[config.mk]
export PLATFORM = sky130hd
export DESIGN_NAME = alu_serial_sequencer
export DESIGN_NICKNAME = d
export VERILOG_FILES = /design/src/rtl/alu_serial_sequencer.sv
export SDC_FILE = /design/constraint.sdc
export NUM_CORES = 1
export LEC_CHECK = 0
export CORE_UTILIZATION = 30
export CTS_CLUSTER_DIAMETER = 40
export CTS_CLUSTER_SIZE = 40
export DETAILED_ROUTE_END_ITERATION = 8
export GPL_TIMING_DRIVEN = 0
export SLEW_MARGIN = 10
export SYNTH_ARGS = -nofsm -noshare
export SYNTH_HDL_FRONTEND = slang
export SYNTH_SLANG_ARGS = --single-unit
export TNS_END_PERCENT = 1
[constraint.sdc]
create_clock -name clk -period 2.4 [get_ports clk]
set_clock_uncertainty 0.05 [all_clocks]
set_input_delay 0.36 -clock clk [delete_from_list [all_inputs] [get_ports clk]]
set_output_delay 0.36 -clock clk [all_outputs]
set_load 0.02 [all_outputs]
[src/rtl/alu_serial_sequencer.sv]
// Bit-serial operation sequencer driving a single external 1-bit ALU slice.
// Operands are walked LSB first, one bit pair per cycle; the slice carry is
// chained through carry_q and the result word is reassembled in result_q.
module alu_serial_sequencer #(
  parameter int unsigned WIDTH = 32
) (
  input  logic             clk,
  input  logic             rst_n,
  input  logic             start_valid,
  output logic             start_ready,
  input  logic [2:0]       op,
  input  logic [WIDTH-1:0] opA,
  input  logic [WIDTH-1:0] opB,
  output logic             alu_a,
  output logic             alu_b,
  output logic             alu_cin,
  output logic [2:0]       alu_op,
  input  logic             alu_out,
  input  logic             alu_cout,
  output logic             result_valid,
  input  logic             result_ready,
  output logic [WIDTH-1:0] result,
  output logic             carryout,
  output logic             zero,
  output logic             overflow
);

  localparam int unsigned IdxW = (WIDTH > 1) ? $clog2(WIDTH) : 1;
  localparam logic [IdxW-1:0] LastIdx = IdxW'(WIDTH - 1);

  localparam logic [2:0] OpAdd = 3'b000;
  localparam logic [2:0] OpSub = 3'b001;
  localparam logic [2:0] OpSlt = 3'b011;

  typedef enum logic [1:0] {StIdle, StRun, StDone} state_e;

  state_e           state_q, state_d;
  logic [IdxW-1:0]  idx_q, idx_d;
  logic [2:0]       op_q, op_d;
  logic [WIDTH-1:0] a_q, a_d;
  logic [WIDTH-1:0] b_q, b_d;
  logic             carry_q, carry_d;
  logic [WIDTH-1:0] result_q, result_d;
  logic             carryout_q, carryout_d;
  logic             zero_q, zero_d;
  logic             overflow_q, overflow_d;

  logic             is_addsub;
  logic             is_arith;
  logic [WIDTH-1:0] word;

  assign is_addsub = (op_q == OpAdd) || (op_q == OpSub);
  assign is_arith  = is_addsub || (op_q == OpSlt);

  // State and datapath registers; reset discards any in-flight operation.
  always_ff @(posedge clk or negedge rst_n) begin
    if (!rst_n) begin
      state_q    <= StIdle;
      idx_q      <= '0;
      op_q       <= '0;
      a_q        <= '0;
      b_q        <= '0;
      carry_q    <= 1'b0;
      result_q   <= '0;
      carryout_q <= 1'b0;
      zero_q     <= 1'b0;
      overflow_q <= 1'b0;
    end else begin
      state_q    <= state_d;
      idx_q      <= idx_d;
      op_q       <= op_d;
      a_q        <= a_d;
      b_q        <= b_d;
      carry_q    <= carry_d;
      result_q   <= result_d;
      carryout_q <= carryout_d;
      zero_q     <= zero_d;
      overflow_q <= overflow_d;
    end
  end

  // Next-state: accept in IDLE, one slice bit per RUN cycle, flags on the MSB.
  always_comb begin
    state_d    = state_q;
    idx_d      = idx_q;
    op_d       = op_q;
    a_d        = a_q;
    b_d        = b_q;
    carry_d    = carry_q;
    result_d   = result_q;
    carryout_d = carryout_q;
    zero_d     = zero_q;
    overflow_d = overflow_q;
    word       = result_q;
    word[idx_q] = alu_out;

    unique case (state_q)
      StIdle: begin
        if (start_valid) begin
          op_d    = op;
          a_d     = opA;
          b_d     = opB;
          idx_d   = '0;
          // Slice subtracts as a + ~b + cin, so SUB/SLT seed the carry with 1.
          carry_d = (op == OpSub) || (op == OpSlt);
          state_d = StRun;
        end
      end
      StRun: begin
        result_d = word;
        carry_d  = is_arith & alu_cout;
        idx_d    = idx_q + IdxW'(1);
        if (idx_q == LastIdx) begin
          // carry_q is the carry into the MSB; alu_cout is the carry out of it.
          carryout_d = is_arith & alu_cout;
          overflow_d = is_addsub & (carry_q ^ alu_cout);
          if (op_q == OpSlt) begin
            result_d    = '0;
            result_d[0] = word[WIDTH-1] ^ (carry_q ^ alu_cout);
          end
          zero_d  = (result_d == '0);
          idx_d   = '0;
          carry_d = 1'b0;
          state_d = StDone;
        end
      end
      StDone: begin
        if (result_ready) begin
          state_d = StIdle;
        end
      end
      default: state_d = StIdle;
    endcase
  end

  // Slice drive is gated to RUN so the slice sees zeros while idle or done.
  always_comb begin
    alu_a   = 1'b0;
    alu_b   = 1'b0;
    alu_cin = 1'b0;
    alu_op  = 3'b000;
    if (state_q == StRun) begin
      alu_a   = a_q[idx_q];
      alu_b   = b_q[idx_q];
      alu_cin = carry_q;
      alu_op  = op_q;
    end
  end

  assign start_ready  = (state_q == StIdle);
  assign result_valid = (state_q == StDone);
  assign result       = result_q;
  assign carryout     = carryout_q;
  assign zero         = zero_q;
  assign overflow     = overflow_q;

endmodule

==> impl_metrics.json <==
{
  "outcome": "finished with violations",
  "failed_checks": "setup timing",
  "drt-wirelength-per-cell_um": 19.1,
  "finalHoldViolations": 0,
  "io_buffer_count": 115,
  "place.detailed.hpwl_mm": 13.0,
  "layout.nets": 742,
  "cts-htree-levels": 3,
  "cts-buffers-inserted": 9,
  "timing.critical_path.required_ns": 1.99,
  "globalplace.congestion": 0.922,
  "power.ir.vdd_worst_mv": 0.596,
  "synth_async_sr_flop_share_pct": 100,
  "yosysWarnings": 0,
  "initial_utilization_pct": 30.9,
  "vias_per_cell": 5.17,
  "drt-initial-drc-count": 291,
  "worstPathCellList": "buf_6 -> buf_12 -> mux4_2 -> mux4_2 -> nand2_2 -> a21oi_2 -> buf_6",
  "pin_count": 116,
  "route.detailed.drc": 0,
  "die_area_sq_um": 20000,
  "fin_crit_sh_pct": 113,
  "totalWireLength_mm": 17.7,
  "fp-row-count": 50,
  "drv.max_cap_violation_count": 0,
  "clock-root-buffer": "clkbuf_16",
  "worst_path_dominant_cell_family": "multiplexers",
  "drive_above_1_share_pct": 27.1,
  "placement.setup.worst_slack_ns": -0.806,
  "synthToLayoutAreaGrowth_pct": 37.8,
  "grt_setup_unrepaired": "true",
  "ys_types": 54,
  "cts.reportedPaths.clkPinSlew_ns": 0.08,
  "synth.yosys.seq_area_share_pct": 47.1,
  "detailedRoute.firstPassIterationCount": 5,
  "floorplan.die.height_um": 142,
  "drtAntennaViolNets": 0,
  "path_class": "register to output port",
  "cp.buffers_inverters": 3,
  "pwr_density_cell_nw_per_um2": 1340,
  "grt_start_max_net_pins": 79,
  "core_area_sq_um": 18900,
  "timing.slew.headroom_pct": 43.7,
  "max_slew.worst_pin.slew_ns": 0.842,
  "cp_slowest_cell": "mux4_2",
  "critical-path-max-stage-delay_ns": 0.53,
  "timing.hold.worst.class": "input pin to async pin",
  "slew_viol_final": 0,
  "max_clock_freq_mhz": 369,
  "place_area_sq_um": 7350,
  "synthCells": 522,
  "crit_path_end_kind": "output port",
  "synth_enable_flop_cells": 0,
  "diodes": 0,
  "critical_path_fanouts_max": 5,
  "crit_path_start_kind": "register",
  "ys_seq_elements": 110,
  "cts_tree": "built",
  "mappedNetlistArea_sq_um": 5840,
  "clk_latency_ns": 0.36,
  "setup_viol_count_final": 4,
  "first_pass_grt_wire_length_mm": 28.3,
  "synth_flop_cell": "dfrtp_1",
  "leakage_nw": 3.22,
  "postLayoutCellArea_sq_um": 8050,
  "grt.total_usage_pct": 18.5,
  "antenna_found_initial": 0,
  "post-route-worst-setup-slack_ns": -0.307,
  "critPathArrivalTime_ns": 2.30,
  "cts_num_sinks": 110,
  "die_x_um": 142,
  "clk_path_buf_depth": 2,
  "via_count": 4800,
  "global_route.overflow_total": 0,
  "period_needed_ns": 2.71,
  "syn_nets": 600,
  "syn-mean-instance-area_sq_um": 11.2,
  "total_power_mw": 10.8,
  "vias_in_the_first_global_route": 5073
}
[metrics by stage]
step                      std cells  setup TNS, ns  hold slack (ns)  utilization [%]
after floorplan                 522              0           0.0144                -
after global placement          897        -362.22            0.433             38.8
after detailed placement        898         -14.44            0.221             38.9
after CTS                       924          -1.13            0.416             41.8
after global routing            929          -1.39            0.437             42.6
final                           929         -0.980            0.399             42.6
[cell usage after synthesis (10+ instances only)]
cell type	number	area, sq um
nor2_1	17	63.8
mux4_2	18	405
o21ai_1	10	50.1
inv_1	11	41.3
buf_2	19	95.1
a31oi_1	12	75.1
nand2b_1	12	75.1
nand2_1	27	101
nor2b_1	17	106
a21oi_1	28	140
clkbuf_1	16	60.1
mux2i_1	12	120
dfrtp_1	110	2750
o21ai_0	64	320
mux2_2	68	766
[flip-flops by register name (all words and copies together) (netlist names), 2 cells and up]
register,cells
result,32
state_q,2
op_q,3
a_q,32
b_q,32
idx_q,5
[layout make-up]
class | instances | area (sq um)
fillers | 1814 | 10800
multi-input cells | 358 | 2940
flip-flops and latches | 110 | 2760
repair buffers | 131 | 1330
plain buffers | 43 | 350
well taps | 260 | 325
clock buffers | 12 | 267
inverters | 11 | 53.8
clock inverters | 4 | 36.3
[what timing repair did]
action | in CTS | in global routing
hold buffers | 1 | 0
endpoints found under the hold margin | 32 | 0
setup endpoints to repair | 41 | 31
gates cloned | 0 | 1
resized for setup | 65 | 28
pin swaps | 4 | 8
buffers inserted | 9 | 4
[per-layer routing]
metal	part of all wire (%)	global-route usage [%]	wire, um	up-vias
li1	-	-	-	2199
met1	43	23.8	7630	2432
met2	50	31.0	8800	147
met3	5.5	4.99	977	22
met4	1.8	4.53	319	0
met5	0	0	0	-
[logic make-up (layout without fill, tap and decap cells)]
family                     count (synthesis)  in the layout  synth area share [%]
buffers and inverters                     54            201                  4.58
AOI/OAI and AO/OA                        142            142                  14.2
and+or+nand+nor                          111            111                  10.7
xor gates and xnor gates                   2              2                 0.300
DFF                                      110            110                  47.1
muxes                                     98             98                  22.1
adders and majority gates                  5              5                  1.07
[layout by cell type (no fill, tap or decap), types with 11 or more instances in the layout]
master / instances
clkbuf_1: 11
buf_6: 16
nand2b_1: 12
a31oi_1: 12
nor2_1: 17
o21ai_0: 63
buf_2: 11
dfrtp_1: 108
nand2_1: 22
o21ai_1: 11
clkdlybuf4s50_1: 108
nor2b_1: 16
mux4_2: 18
mux2i_1: 12
mux2_2: 68
a21oi_1: 26
[worst paths after layout]
path | depth (start not counted) | to | start | slack, ns
worst max register to register | 12 | zero | idx_q[1] | -0.22
worst min-delay path | 2 | result[21] | rst_n | 0.40
worst max-delay path | 7 | alu_b | idx_q[0] | -0.31
max in group asynchronous | 3 | a_q[22] | rst_n | 1.20
min in group clk | 2 | overflow | overflow | 0.45
worst min register to register | 2 | overflow | overflow | 0.45
[power by group]
group,switching [mW],internal [mW]
sequential,0.589,2.71
clock,0.733,0.806
combinational,2.95,3.00
(Power assumes the default switching activity.)
